<file path="config.mk">
export PLATFORM = sky130hd
export DESIGN_NAME = alu_sequencer
export DESIGN_NICKNAME = d
export VERILOG_FILES = /design/src/rtl/alu_pkg.sv /design/src/rtl/alu_op_decode.sv /design/src/rtl/alu_sequencer.sv
export SDC_FILE = /design/constraint.sdc
export NUM_CORES = 1
export LEC_CHECK = 0
export ABC_AREA = 1
export BUFFER_PORTS_ARGS = -buffer_cell sky130_fd_sc_hd__buf_2
export CAP_MARGIN = 15
export CORE_UTILIZATION = 35
export DETAILED_ROUTE_END_ITERATION = 12
export SLEW_MARGIN = 20
export SYNTH_ARGS = -nofsm -noshare
export SYNTH_HDL_FRONTEND = slang
export SYNTH_SLANG_ARGS = --single-unit
</file>
<file path="constraint.sdc">
create_clock -name clk -period 2.3 [get_ports clk]
set_input_delay 0.23 -clock clk [delete_from_list [all_inputs] [get_ports clk]]
set_output_delay 0.23 -clock clk [all_outputs]
set_load 0.02 [all_outputs]
</file>
<file path="src/rtl/alu_pkg.sv">
// Shared opcode, state and limit definitions for the ALU sequencer
// and the instruction control unit.
package alu_pkg;

  localparam logic [4:0] OP_LD   = 5'd0;
  localparam logic [4:0] OP_LDI  = 5'd1;
  localparam logic [4:0] OP_ST   = 5'd2;
  localparam logic [4:0] OP_ADD  = 5'd3;
  localparam logic [4:0] OP_SUB  = 5'd4;
  localparam logic [4:0] OP_SHR  = 5'd5;
  localparam logic [4:0] OP_SHRA = 5'd6;
  localparam logic [4:0] OP_SHL  = 5'd7;
  localparam logic [4:0] OP_ROR  = 5'd8;
  localparam logic [4:0] OP_ROL  = 5'd9;
  localparam logic [4:0] OP_AND  = 5'd10;
  localparam logic [4:0] OP_OR   = 5'd11;
  localparam logic [4:0] OP_ADDI = 5'd12;
  localparam logic [4:0] OP_ANDI = 5'd13;
  localparam logic [4:0] OP_ORI  = 5'd14;
  localparam logic [4:0] OP_MUL  = 5'd15;
  localparam logic [4:0] OP_DIV  = 5'd16;
  localparam logic [4:0] OP_NEG  = 5'd17;
  localparam logic [4:0] OP_NOT  = 5'd18;

  localparam logic [4:0] LAST_LEGAL_OP = OP_NOT;

  typedef enum logic [1:0] {
    S_IDLE = 2'd0,
    S_EXEC = 2'd1,
    S_RESP = 2'd2
  } state_t;

endpackage

</file>
<file path="src/rtl/alu_op_decode.sv">
// Folds immediate/memory opcodes onto base ALU ops and
// flags mul/div and illegal opcodes.
module alu_op_decode
  import alu_pkg::*;
(
  input  logic [4:0] req_op,
  output logic [4:0] mapped_op,
  output logic       is_muldiv,
  output logic       illegal
);

  // one-hot opcode classification
  always_comb begin
    mapped_op = req_op;
    is_muldiv = 1'b0;
    illegal   = 1'b0;
    unique case (1'b1)
      (req_op > LAST_LEGAL_OP): begin
        illegal   = 1'b1;
        mapped_op = OP_LD;
      end
      (req_op == OP_LDI),
      (req_op == OP_ST),
      (req_op == OP_ADDI): mapped_op = OP_ADD;
      (req_op == OP_ANDI): mapped_op = OP_AND;
      (req_op == OP_ORI):  mapped_op = OP_OR;
      (req_op == OP_MUL),
      (req_op == OP_DIV):  is_muldiv = 1'b1;
      default: ;
    endcase
  end

endmodule

</file>
<file path="src/rtl/alu_sequencer.sv">
// Issues one ALU op at a time and returns Z via valid/ready.
// Optional mul/div dwell: define ALU_SEQ_MULDIV_STALL_EN.
module alu_sequencer
  import alu_pkg::*;
#(
  parameter int unsigned MULDIV_CYCLES = 4
) (
  input  logic        clk,
  input  logic        clear_n,
  input  logic        req_valid,
  output logic        req_ready,
  input  logic [4:0]  req_op,
  input  logic [31:0] req_a,
  input  logic [31:0] req_b,
  output logic [4:0]  alu_op,
  output logic [31:0] alu_a,
  output logic [31:0] alu_b,
  input  logic [63:0] alu_c,
  output logic        rsp_valid,
  input  logic        rsp_ready,
  output logic [31:0] rsp_lo,
  output logic [31:0] rsp_hi,
  output logic        rsp_hi_valid,
  output logic        rsp_err
);

  if (MULDIV_CYCLES < 1 || MULDIV_CYCLES > 16) begin : g_bad_cycles
    $error("MULDIV_CYCLES must be 1..16");
  end

  state_t      state;
  logic [31:0] y_q;
  logic [31:0] b_q;
  logic [63:0] z_q;
  logic        muldiv_q;
  logic [4:0]  mapped_op;
  logic        is_muldiv;
  logic        illegal;
  logic        exec_done;

  alu_op_decode u_dec (
    .req_op    (req_op),
    .mapped_op (mapped_op),
    .is_muldiv (is_muldiv),
    .illegal   (illegal)
  );

  assign req_ready = (state == S_IDLE);
  assign rsp_valid = (state == S_RESP);
  assign alu_a     = y_q;
  assign alu_b     = b_q;
  assign rsp_lo    = z_q[31:0];
  assign rsp_hi    = z_q[63:32];

`ifdef ALU_SEQ_MULDIV_STALL_EN
  localparam logic [3:0] CNT_INIT = 4'(MULDIV_CYCLES - 1);

  logic [3:0] cnt_q;

  assign exec_done = !muldiv_q || (cnt_q == 4'd0);

  // mul/div dwell counter, loaded on accept
  always_ff @(posedge clk or negedge clear_n) begin
    if (!clear_n) begin
      cnt_q <= 4'd0;
    end else if (state == S_IDLE) begin
      cnt_q <= CNT_INIT;
    end else if (state == S_EXEC && !exec_done) begin
      cnt_q <= cnt_q - 4'd1;
    end
  end
`else
  assign exec_done = 1'b1;
`endif

  // sequencer FSM with registered operands, opcode and result
  always_ff @(posedge clk or negedge clear_n) begin
    if (!clear_n) begin
      state        <= S_IDLE;
      y_q          <= '0;
      b_q          <= '0;
      z_q          <= '0;
      alu_op       <= OP_LD;
      muldiv_q     <= 1'b0;
      rsp_hi_valid <= 1'b0;
      rsp_err      <= 1'b0;
    end else begin
      unique case (state)
        S_IDLE: begin
          if (req_valid) begin
            if (illegal) begin
              z_q          <= '0;
              rsp_err      <= 1'b1;
              rsp_hi_valid <= 1'b0;
              state        <= S_RESP;
            end else begin
              y_q      <= req_a;
              b_q      <= req_b;
              alu_op   <= mapped_op;
              muldiv_q <= is_muldiv;
              rsp_err  <= 1'b0;
              state    <= S_EXEC;
            end
          end
        end
        S_EXEC: begin
          if (exec_done) begin
            z_q          <= alu_c;
            rsp_hi_valid <= muldiv_q;
            alu_op       <= OP_LD;
            state        <= S_RESP;
          end
        end
        S_RESP: begin
          if (rsp_ready) begin
            rsp_err      <= 1'b0;
            rsp_hi_valid <= 1'b0;
            state        <= S_IDLE;
          end
        end
        default: state <= S_IDLE;
      endcase
    end
  end

endmodule

</file>
== Word level (Yosys, flattened, before mapping) ==
Cells that the tools add are included.
W data, S select, Z words.

* Register bits after elaboration: 138
* Bits in latches: 0
* Bits in writable memories: 0
* Memory bits (read-only): 0
* Output and inout bits: 137
* Logic and storage cells: 55
* Memories: 0

* $add $sub $neg: 0
* Multiply operators: 0
* Divide/modulo/power cells: 0
* Order comparisons: 1
* Equality and inequality tests: 13
* Shifts and indexed selects: 0
* Multiplexer cells: 20
* Bitwise operators: 1
* Reduce and logical (&&, ||, !) cells: 12

{| class="wikitable"
|+ Operators with widths
! cell !! count
|-
| $mux W64 || 2
|-
| $pmux W64 S2 || 1
|-
| $eq A5 B4 Y1 const B || 4
|-
| $pmux W5 S4 || 1
|-
| $reduce_and A3 Y1 || 4
|-
| $mux W5 || 2
|-
| $pmux W5 S2 || 1
|-
| $mux W1 || 7
|-
| $mux W2 || 3
|-
| $pmux W2 S3 || 1
|-
| $eq A5 B1 Y1 const B || 1
|-
| $eq A5 B2 Y1 const B || 1
|-
| $eq A5 B5 Y1 const B || 1
|-
| $gt A5 B5 Y1 const B || 1
|-
| $ne A2 B1 Y1 const B || 2
|-
| $ne A2 B2 Y1 const B || 2
|-
| $reduce_and A4 Y1 || 1
|-
| $reduce_bool A2 Y1 || 2
|-
| $pmux W1 S3 || 1
|-
| $reduce_bool A3 Y1 || 1
|-
| $reduce_or A3 Y1 || 1
|-
| $eq A2 B1 Y1 const B || 1
|-
| $eq A2 B2 Y1 const B || 1
|-
| $logic_not A2 Y1 || 1
|-
| other kinds (4) || 4
|}

== Depth between registers and ports, before layout ==
Gate-level depths: netlist of the first run.

* Word-level depth: 6
* Depth in mapped cells: 10
* Mapped depth without buffers: 9

== Modules after synthesis ==
Synthesis of the first run repeated with hierarchy kept, for this count alone.

* Cells, all modules: 628
* Area total of the unflattened synthesis: 5455.2 um^2

{| class="wikitable"
|+ By module, submodules not included
! module !! times used !! cells an instance !! area an instance (um^2)
|-
| alu_sequencer || 1 || 597 || 5301.3
|-
| alu_op_decode || 1 || 31 || 153.9
|}

== Worst setup path before layout of the first run ==
OpenSTA, ideal clock, no wires.

* Path kind: register to register
* Start point: reg state[0]
* End point: reg y_q[0] (netlist: alu_a[0])
* Setup time: 117 ps
* Arrival: 1314 ps
* Setup slack: 869 ps
* Cell stages (with the launch flop): 11
* Buffers on the path: 2
* Clock period less this slack: 1431 ps
* Cell sequence: dfrtp_1 -> clkbuf_1 -> inv_2 -> nand2_1 -> inv_2 -> nand2_2 -> nor2_4 -> inv_2 -> buf_2 -> nand2_1 -> nand2_1

* Cells in the longest elaborated chain, start to end: 2

{| class="wikitable"
|+ RTL lines
! item !! RTL line !! text
|-
| start, declared || alu_sequencer.sv:31 || <nowiki>state_t state;</nowiki>
|-
| start signal, assigned || alu_sequencer.sv:79 || <nowiki>state <= S_IDLE;</nowiki>
|-
| start signal, assigned || alu_sequencer.sv:95 || <nowiki>state <= S_RESP;</nowiki>
|-
| start signal, assigned || alu_sequencer.sv:102 || <nowiki>state <= S_EXEC;</nowiki>
|-
| $logic_not A2 Y1 || - ||
|-
| via req_ready || alu_sequencer.sv:11 || <nowiki>output logic req_ready,</nowiki>
|-
| $reduce_and A3 Y1 (no source line) || - ||
|-
| end signal, assigned || alu_sequencer.sv:97 || <nowiki>y_q <= req_a;</nowiki>
|-
| end, declared || alu_sequencer.sv:32 || <nowiki>logic [31:0] y_q;</nowiki>
|}

The timed path passes the listed nets, and every way through them passes these cells.
A chain may end at the register's enable or synchronous reset.

== Final worst setup path of the first run ==
* Start point: reg state[0]
* End point: reg b_q[14] (netlist: alu_b[14])

* Cells in the longest elaborated chain, start to end: 2

{| class="wikitable"
|+ RTL lines
! item !! RTL line !! text
|-
| $logic_not A2 Y1 || alu_sequencer.sv:88 || <nowiki>unique case (state)</nowiki>
|-
| $reduce_and A3 Y1 (no source line) || - ||
|-
| end signal, assigned || alu_sequencer.sv:98 || <nowiki>b_q <= req_b;</nowiki>
|-
| end, declared || alu_sequencer.sv:33 || <nowiki>logic [31:0] b_q;</nowiki>
|}

No other way between the ends.

==> results_dict.tcl, run 1 <==
set metrics [dict create \
    outcome "complete, no violations" \
    grt_pass1_vias 4736 \
    die_h_um 127 \
    firstDrtPassIters 6 \
    antenna_found_initial 0 \
    slowest_stage "clkinv_2" \
    clkSinkCount 138 \
    stdcell_count 1092 \
    crit_family "buffers and inverters" \
    rr_worst_depth 8 \
    synth_compound_area_share_pct 1.51 \
    power_density_nw_per_um2 1240 \
    period_needed_ps 2030 \
    post-place-cells 1063 \
    overflow 0 \
    top_usage_layer "met2" \
    cp.depth 8 \
    worstPathArrival_ps 2310 \
    skew_ps 7.38 \
    use_met3_pct 6.54 \
    drtIter0Drc 235 \
    placed_area_um2 7000 \
    hp-class "input pin to flop" \
    syn-num-nets 765 \
    synthDistinctLibCells 21 \
    num_antenna_cells 0 \
    maxSlewHeadroom_pct 38.4 \
    avgSynthCellArea_um2 8.69 \
    synth.area.top_cells "dfrtp_1 63%, nand2_1 24%, nand3_1 6.3%" \
    seqPwrFrac_pct 39.2 \
    p_sw_uw 3580 \
    synth_top_family_by_area "simple AND/OR/NAND/NOR gates" \
    crit_chain "inv_2, nand2_1, inv_2, nand2_2, nor2_4, clkinv_2, nand2_1, nand2_1" \
    post_cts_buffers 0 \
    multi_input_area_um2 1790 \
    crit_buf_inv 3 \
    path_max_fanout 64 \
    slew_viol_final 0 \
    htree_levels 4 \
    drive_gt1_share_pct 35.3 \
    fin_ws_ps 273 \
    wl_um 15300 \
    total_leakage_power_uw 0.00450 \
    switching_share_pct 38.4 \
    rows 45 \
    tightest_slew_ps 924 \
    rsz0062_at_grt "false" \
    final_area_um2 7530 \
    cts.clk_slew.worst_paths_ps 60 \
    core_um2 15200 \
    io_buffers 273 \
    synth_common_cells "349 x nand2_1, 138 x dfrtp_1, 69 x nand3_1" \
    cts_root_buffer "clkbuf_16" \
    finalCritPeriodShare_pct 88.1 \
    seq_area_um2 3450 \
    synth_xor_area_share_pct 0 \
    synth_area_um2 5460 \
    synth_edf_count 0 \
    holdBufCountCts 1 \
    io_pins 274 \
    finalSetupViolations 0 \
    fmax_mhz 493 \
    cp_data_required_time_ps 2580 \
    syn_inst 628 \
    grt_pass1_wl_um 24500 \
    grt_max_degree 72 \
    ys_seq_area_share_pct 63.3 \
    synthArstFlopShare_pct 100 \
    die-area_um2 16100 \
    synth-simple-area-share_pct 31.4 \
    viasPerCell 4.57 \
    critPathMaxStageDelay_ps 670 \
    post-route-drc-count 0 \
    synth_ff_type "dfrtp_1" \
    met2_usage_pct 31.8 \
    hold_path_depth 3 \
    cts_max_path_buffers 2 \
    start_kind "flop" \
    crit_top_cell "nand2_1" \
    track_usage_pct 19.6 \
    tritoncts "done" \
    dieWidth_um 127 \
    ctsResizeCount 0 \
    start_util_pct 35.9 \
    clk_latency_ps 410 \
    post-place-ws_ps 408 \
    yosysTopAreaCell "dfrtp_1" \
    routabilityCongestion 0.783 \
    cp-end-kind "flop" \
    pwr-share-clk_pct 26.0 \
    tns_ps 0 \
    area_delta_synth_final_pct 38.0 \
    layout.nets 1032 \
    wl_per_cell_um 14.0 \
    vias 4992 \
    dp_hpwl_um 10700 \
    maxCapViolations 0 \
    yosysMostFrequentCell "nand2_1" \
    synth_fa_ha_area_share_pct 0 \
    synth_seq_cells 138 \
    antenna_left 0 \
    muxShareOfSynthArea_pct 0 \
    crit_type "flop to flop" \
    vdd_drop_max_mv 0.542 \
    power_uw 9320 \
    cts_made_buffers 17 \
    synth_top_area_share_pct 63.3 \
    p_comb_share_pct 34.7 \
    hold_violations 0 \
    ys_warn_count 0 \
    grt_use_met1_pct 24.7 \
    nFillCells 1535 \
    power.internal_uw 5740 \
]
==> layer usage <==
metal | vias up | routed length, um | part of all wire (%)
li1 | 2485 | - | -
met1 | 2302 | 6770 | 44
met2 | 189 | 7100 | 46
met3 | 16 | 1210 | 7.9
met4 | 0 | 213 | 1.4
met5 | - | 0 | 0
==> layout by cell type (no fill, tap or decap), types with 2 or more instances in the layout <==
master	count
nor2_1	4
dfrtp_1	137
inv_1	8
nand2_1	349
nand3_1	69
nand2_2	2
buf_12	2
buf_4	7
inv_2	4
clkinv_2	6
clkbuf_16	17
o21ai_0	6
clkinvlp_4	2
a21oi_1	2
o211ai_1	2
buf_2	272
==> worst register-to-register path: cells and delay by family, from the launching register on <==
kind                   cells  cell delay [ps]
and+or+nand+nor            5              650
DFF                        1              430
buffers and inverters      3              810
==> final cells by class <==
| cell class | instances | area share [%] |
|---|---|---|
| clock buffers | 19 | 5.88 |
| flip-flops and latches | 138 | 45.9 |
| repair buffers | 283 | 19.6 |
| clock inverters | 9 | 1.05 |
| inverters | 13 | 0.665 |
| well taps | 188 | 3.12 |
| multi-input cells | 442 | 23.8 |
==> stage by stage <==
| step | hold slack, ps | utilization (%) |
|---|---|---|
| 2_1_floorplan | -65.6 | - |
| 3_3_place_gp | 162 | 46.0 |
| 3_5_place_dp | 165 | 46.0 |
| 4_1_cts | 2.88 | 49.5 |
| 5_1_grt | 12.1 | 49.5 |
| 6_report | 20.5 | 49.5 |
==> registers in the layout (all words and copies together) (netlist names) <==
register,flops
z_q,64
alu_a,32
alu_b,32
alu_op,5
state,2
muldiv_q,1
rsp_err,1
rsp_hi_valid,1
==> cell families (layout without fill, tap and decap cells) <==
family	Yosys count	in the layout
and+or+nand+nor	428	428
DFF	138	138
buffers and inverters	48	324
AOI/OAI and AO/OA	14	14
==> power groups by stage <==
stage               clock network (uW)  registers, uW  logic (uW)
floorplan                            0           4700         930
global placement                     0           3680        3250
detailed placement                   0           3690        3290
CTS                               2510           3660        3280
global route                      2620           3760        3550
finish                            2430           3660        3240
==> final timing paths <==
kind	start	endpoint	slack [ps]
setup / recovery	state[0]$_DFFE_PN0P_	alu_b[14]$_DFFE_PN0P_	270
hold / removal	req_b[13]	alu_b[13]$_DFFE_PN0P_	20
setup reg to reg	state[0]$_DFFE_PN0P_	alu_b[14]$_DFFE_PN0P_	270
hold reg to reg	z_q[8]$_DFFE_PN0P_	z_q[8]$_DFFE_PN0P_	460
max in group asynchronous	clear_n	alu_a[8]$_DFFE_PN0P_	1270
min in group asynchronous	clear_n	alu_a[20]$_DFFE_PN0P_	290
No activity file was read; power rests on OpenSTA's default activity.
==> run 2, diff against run 1 <==
--- a/config.mk
+++ b/config.mk
@@ -13,4 +13,5 @@
 export SLEW_MARGIN = 20
 export SYNTH_ARGS = -nofsm -noshare
 export SYNTH_HDL_FRONTEND = slang
+export SYNTH_HIERARCHICAL = 1
 export SYNTH_SLANG_ARGS = --single-unit
==> run 2 against run 1 <==
Against the previous run: synthesized cell count stayed put; critical path depth is 4 lower; power rose by 21%; non-clock buffer count increased by 41; worst hold slack about the same; register-to-register slack better by 620 ps; clock skew increased by 0.75 ps; routed wire length is 3.4% lower; setup slack better by 540 ps; sequential share of layout area fell by 2.6 points; combinational power increased by 40%; critical endpoint is now rsp_valid.
==> results_dict.tcl, run 2 <==
set metrics [dict create \
    outcome "complete, no violations" \
    wl_um 14800 \
    start_kind "flop" \
    holdBufCountCts 42 \
    post-route-drc-count 0 \
    fmax_mhz 672 \
    largest-register "z_q" \
    grt_pass1_wl_um 23800 \
    largest_register_ffs 64 \
    period_needed_ps 1490 \
    power_density_nw_per_um2 1420 \
    synth.area.top_cells "dfrtp_1 63%, nand2_1 29%, buf_6 1.4%" \
    fin_util_pct 52.5 \
    firstDrtPassIters 5 \
    die_h_um 127 \
    ctsResizeCount 0 \
    skew_ps 8.13 \
    power_uw 11300 \
    synth_seq_cells 138 \
    clk_latency_ps 410 \
    maxCapViolations 0 \
    cts_made_buffers 17 \
    dieWidth_um 127 \
    reg2reg_slack_ps 890 \
    start_util_pct 35.9 \
    vias 4999 \
    antenna_found_initial 0 \
    path_max_fanout 4 \
    layout.nets 1080 \
    grt_max_degree 66 \
    post_cts_buffers 0 \
    cp_data_required_time_ps 2070 \
    synth_ff_type "dfrtp_1" \
    crit_chain "inv_1, nand2_1, inv_1, buf_2" \
    ys_seq_area_share_pct 63.3 \
    io_buffers 273 \
    htree_levels 4 \
    core_um2 15200 \
    viasPerCell 4.37 \
    antenna_left 0 \
    slowest_stage "dfrtp_1" \
    cts.clk_slew.worst_paths_ps 50 \
    cts_root_buffer "clkbuf_16" \
    vdd_drop_max_mv 0.573 \
    final_cell_mix "421 x nand2_1, 272 x buf_2, 138 x dfrtp_1" \
    overflow 0 \
    synth_area_um2 5460 \
    avgSynthCellArea_um2 8.69 \
    io_pins 274 \
    critPathMaxStageDelay_ps 440 \
    total_leakage_power_uw 0.00480 \
    tns_ps 0 \
    die-area_um2 16100 \
    num_antenna_cells 0 \
    tightest_slew_ps 503 \
    slew_viol_final 0 \
    routabilityCongestion 0.862 \
    clkSinkCount 138 \
    crit_type "flop to primary output" \
    drive_gt1_share_pct 33.9 \
    ys_warn_count 6 \
    syn-num-nets 765 \
    synthDistinctLibCells 17 \
    area_delta_synth_final_pct 46.2 \
    hp-class "input pin to flop" \
    dp_hpwl_um 10000 \
    final_common_cell "nand2_1" \
    drtIter0Drc 176 \
    worstPathArrival_ps 1260 \
    syn_inst 628 \
    crit_buf_inv 3 \
    crit_family "flip-flops" \
    crit_top_cell "inv_1" \
    yosysTopAreaCell "dfrtp_1" \
    grt_pass1_vias 4938 \
    finalCritPeriodShare_pct 64.7 \
    yosysMostFrequentCell "nand2_1" \
    cts_max_path_buffers 2 \
    synth_edf_count 0 \
    synthArstFlopShare_pct 100 \
    rows 45 \
    tritoncts "done" \
    maxSlewHeadroom_pct 66.5 \
    wl_per_cell_um 12.9 \
    synth_common_cells "421 x nand2_1, 138 x dfrtp_1, 14 x buf_2" \
    finalSetupViolations 0 \
    track_usage_pct 18.9 \
    rsz0062_at_grt "false" \
    hold_violations 0 \
    synth_top_area_share_pct 63.3 \
    cp-end-kind "primary output" \
]
-- run 2: cell count changes in the layout (fill, tap and decap cells not counted), sizes merged, moves of 2 or more --
cell / previous run / this run
inv: 12 / 14
a21oi: 2 / 0
dlygate4sd3: 1 / 42
nand4: 1 / 4
nand2: 351 / 424
nand3: 69 / 4
clkbuf: 19 / 21
-- run 2: cell families (layout without fill, tap and decap cells) --
logic type	after synthesis	after routing	share of synthesized area (%)
simple gates	437	437	31.0
flops	138	138	63.3
compound gates	11	11	1.15
buf+inv	42	370	4.52
-- run 2: area by class of cell --
class                   instances  area (um^2)
clock buffers                  21          460
clock inverters                11          121
fillers                      1456         7230
inverters                      14         52.6
multi-input cells             448         1760
flip-flops and latches        138         3450
well taps                     188          235
repair buffers                324         1900
-- run 2: through the flow --
stage | instance area, um^2 | setup WS, ps | hold slack, ps | instances
6_report | 7980 | 811 | 20.8 | 1144
3_5_place_dp | 6970 | 720 | 209 | 1070
2_1_floorplan | 5460 | 991 | -65.6 | 628
4_1_cts | 7980 | 791 | 0.197 | 1144
3_3_place_gp | 6970 | 736 | 209 | 1070
5_1_grt | 7980 | 722 | 11.4 | 1144
-- run 2: worst paths after layout --
kind	start	endpoint	cells past startpoint
hold / removal	req_a[19]	alu_a[19]$_DFFE_PN0P_	3
setup / recovery	state[0]$_DFFE_PN0P_	rsp_valid	4
hold reg to reg	z_q[42]$_DFFE_PN0P_	z_q[42]$_DFFE_PN0P_	2
setup reg to reg	state[1]$_DFFE_PN0P_	alu_b[14]$_DFFE_PN0P_	6
min in group asynchronous	clear_n	z_q[57]$_DFFE_PN0P_	2
max in group asynchronous	clear_n	alu_b[10]$_DFFE_PN0P_	3
-- run 2: power by group --
| part | internal (uW) | leakage [uW] | switching (uW) |
|---|---|---|---|
| Clock | 1650 | 0.000283 | 988 |
| Combinational | 1480 | 0.00273 | 3070 |
| Sequential | 3550 | 0.00179 | 581 |
-- run 2: layer usage --
metal / share of wire (%) / vias to the layer above / GRT usage (%)
li1: - / 2530 / -
met4: 1.8 / 0 / 7.28
met5: 0 / - / 0
met1: 44 / 2223 / 23.4
met3: 8.2 / 25 / 6.12
met2: 46 / 221 / 30.6
-- run 2: worst min-delay path, cell delays in order --
cell,delay [ps]
buf_2,70
nand2_1,40
nand2_1,40
==> run 3, diff against run 2 <==
==> constraint.sdc (replaced) <==
create_clock -name clk -period 1.4 [get_ports clk]
set_input_delay 0.14 -clock clk [delete_from_list [all_inputs] [get_ports clk]]
set_output_delay 0.14 -clock clk [all_outputs]
set_load 0.02 [all_outputs]
==> run 3 against run 2 <==
Against the previous run: register-to-register slack got worse by 820 ps; die area unchanged; via count increased by 11%; clock-buffer cell count decreased by 1.
==> results_dict.tcl, run 3 (same netlist as run 2, synthesis figures left out) <==
set metrics [dict create \
    drive_gt1_share_pct 32.2 \
    wl_per_cell_um 13.8 \
    drtIter0Drc 202 \
    nFillCells 1273 \
    finalCritPeriodShare_pct 98.4 \
    routabilityCongestion 0.783 \
    rows 45 \
    maxCapViolations 0 \
    io_buffers 273 \
    track_usage_pct 21.8 \
    grt_max_degree 66 \
    area_delta_synth_final_pct 66.9 \
    hold_end "state[1]$_DFFE_PN0P_" \
    reg2reg_slack_ps 70 \
    rsz0062_at_grt "true" \
    rr_worst_depth 6 \
    layout.nets 1182 \
    fmax_mhz 726 \
    worstPathArrival_ps 1240 \
    antenna_left 0 \
    overflow 0 \
    die-area_um2 16100 \
    core_um2 15200 \
    cp-end-kind "primary output" \
    outcome "complete, no violations" \
    placed_area_um2 7150 \
    htree_levels 4 \
    p_comb_share_pct 41.9 \
    wl_um 17200 \
    total_leakage_power_uw 0.00528 \
    cp_data_required_time_ps 1260 \
    vias 5562 \
    path_max_fanout 5 \
    start_kind "flop" \
    hold_violations 0 \
    die_h_um 127 \
    finalSetupViolations 0 \
    tightest_slew_ps 377 \
    power_density_nw_per_um2 2130 \
    clkSinkCount 138 \
    io_pins 274 \
    grt_pass1_vias 5694 \
    dp_hpwl_um 10500 \
    hold_start "rsp_ready" \
    maxSlewHeadroom_pct 74.8 \
    post-route-drc-count 0 \
    clk_latency_ps 410 \
    num_antenna_cells 0 \
    r2r_start "state[1]$_DFFE_PN0P_" \
    start_util_pct 35.9 \
    final_cell_mix "420 x nand2_1, 271 x buf_2, 137 x dfrtp_1" \
    largest_register_ffs 64 \
    tritoncts "done" \
    final_area_um2 9100 \
    switching_share_pct 41.3 \
    antenna_found_initial 0 \
    slew_viol_final 0 \
    skew_ps 6.15 \
    firstDrtPassIters 4 \
    pwr-share-clk_pct 22.8 \
    cts_root_buffer "clkbuf_16" \
    crit_type "flop to primary output" \
    period_needed_ps 1380 \
    hp-class "input pin to flop" \
    cts.clk_slew.worst_paths_ps 60 \
    viasPerCell 4.46 \
    r2r_end "z_q[62]$_DFFE_PN0P_" \
    power.internal_uw 11400 \
    final_common_cell "nand2_1" \
    p_sw_uw 8030 \
    hold_path_depth 4 \
    dieWidth_um 127 \
    cts_made_buffers 17 \
    largest-register "z_q" \
    grt_pass1_wl_um 27300 \
    power_uw 19400 \
    seqPwrFrac_pct 35.3 \
    cts_max_path_buffers 2 \
    vdd_drop_max_mv 1.04 \
]
run 3: cell count changes in the layout (fill, tap and decap cells not counted), moves of 2 or more:
cell           before  now
nand3_4             0    2
clkinv_2            4    1
inv_6               0    4
buf_12              3    9
nand3_2             3    1
dlygate4sd3_1      42  129
buf_4               6   13
run 3: repair_timing:
item,4_1_cts,5_1_grt
buffers inserted,1,1
cloned,0,1
hold buffers,129,0
hold endpoints to repair,262,0
resized for setup,0,8
setup endpoints to repair,1,114
run 3: worst max-delay path by stage:
stage / from / end / slack [ps] / cells after the start
after floorplan: state[1]$_DFFE_PN0P_ / alu_a[0]$_DFFE_PN0P_ / 90 / 6
after global placement: req_op[2] / alu_b[28]$_DFFE_PN0P_ / 40 / 11
after detailed placement: req_op[2] / alu_a[11]$_DFFE_PN0P_ / 7 / 11
after CTS: state[1]$_DFFE_PN0P_ / req_ready / 3 / 2
after global routing: state[1]$_DFFE_PN0P_ / req_ready / -30 / 2
final: state[1]$_DFFE_PN0P_ / req_ready / 20 / 2
run 3: power by group through the flow:
| stage | clock network (uW) | registers, uW | logic [uW] |
|---|---|---|---|
| after floorplan | 0 | 9110 | 2420 |
| after global placement | 0 | 6840 | 7540 |
| after detailed placement | 0 | 6810 | 7660 |
| after CTS | 4540 | 6830 | 7920 |
| after global routing | 4740 | 7080 | 8880 |
| final | 4420 | 6860 | 8140 |
run 3: routing by layer:
| layer | up-vias | routed length [um] | global-route usage, % |
|---|---|---|---|
| met5 | - | 0 | 0 |
| met3 | 31 | 1280 | 6.24 |
| met1 | 2559 | 7290 | 25.9 |
| met2 | 246 | 8220 | 36.9 |
| li1 | 2726 | - | - |
| met4 | 0 | 385 | 8.96 |
run 3: final cells by class:
type                    instances  area, um^2  area share [%]
inverters                      14        55.1           0.605
repair buffers                426        3000            33.0
clock buffers                  20         447            4.91
flip-flops and latches        138        3450            37.9
clock inverters                12         140            1.54
multi-input cells             448        1770            19.5
well taps                     188         235            2.58
run 3: per-stage QoR:
stage / utilization, % / hold WS (ps) / setup slack (ps) / std cells / TNS (ps)
floorplan: - / -156 / 90.6 / 628 / 0
global placement: 47.0 / 70.5 / 35.7 / 1082 / 0
detailed placement: 47.0 / 69.8 / 7.47 / 1082 / 0
CTS: 59.4 / 50.7 / 3.30 / 1244 / 0
global route: 59.9 / 82.1 / -35.0 / 1246 / -873
finish: 59.9 / 74.8 / 22.4 / 1246 / 0
run 3: critical path: stages, from the launching register on:
cell     delay, ps
dfrtp_2        440
nor2_4         190
buf_2          200
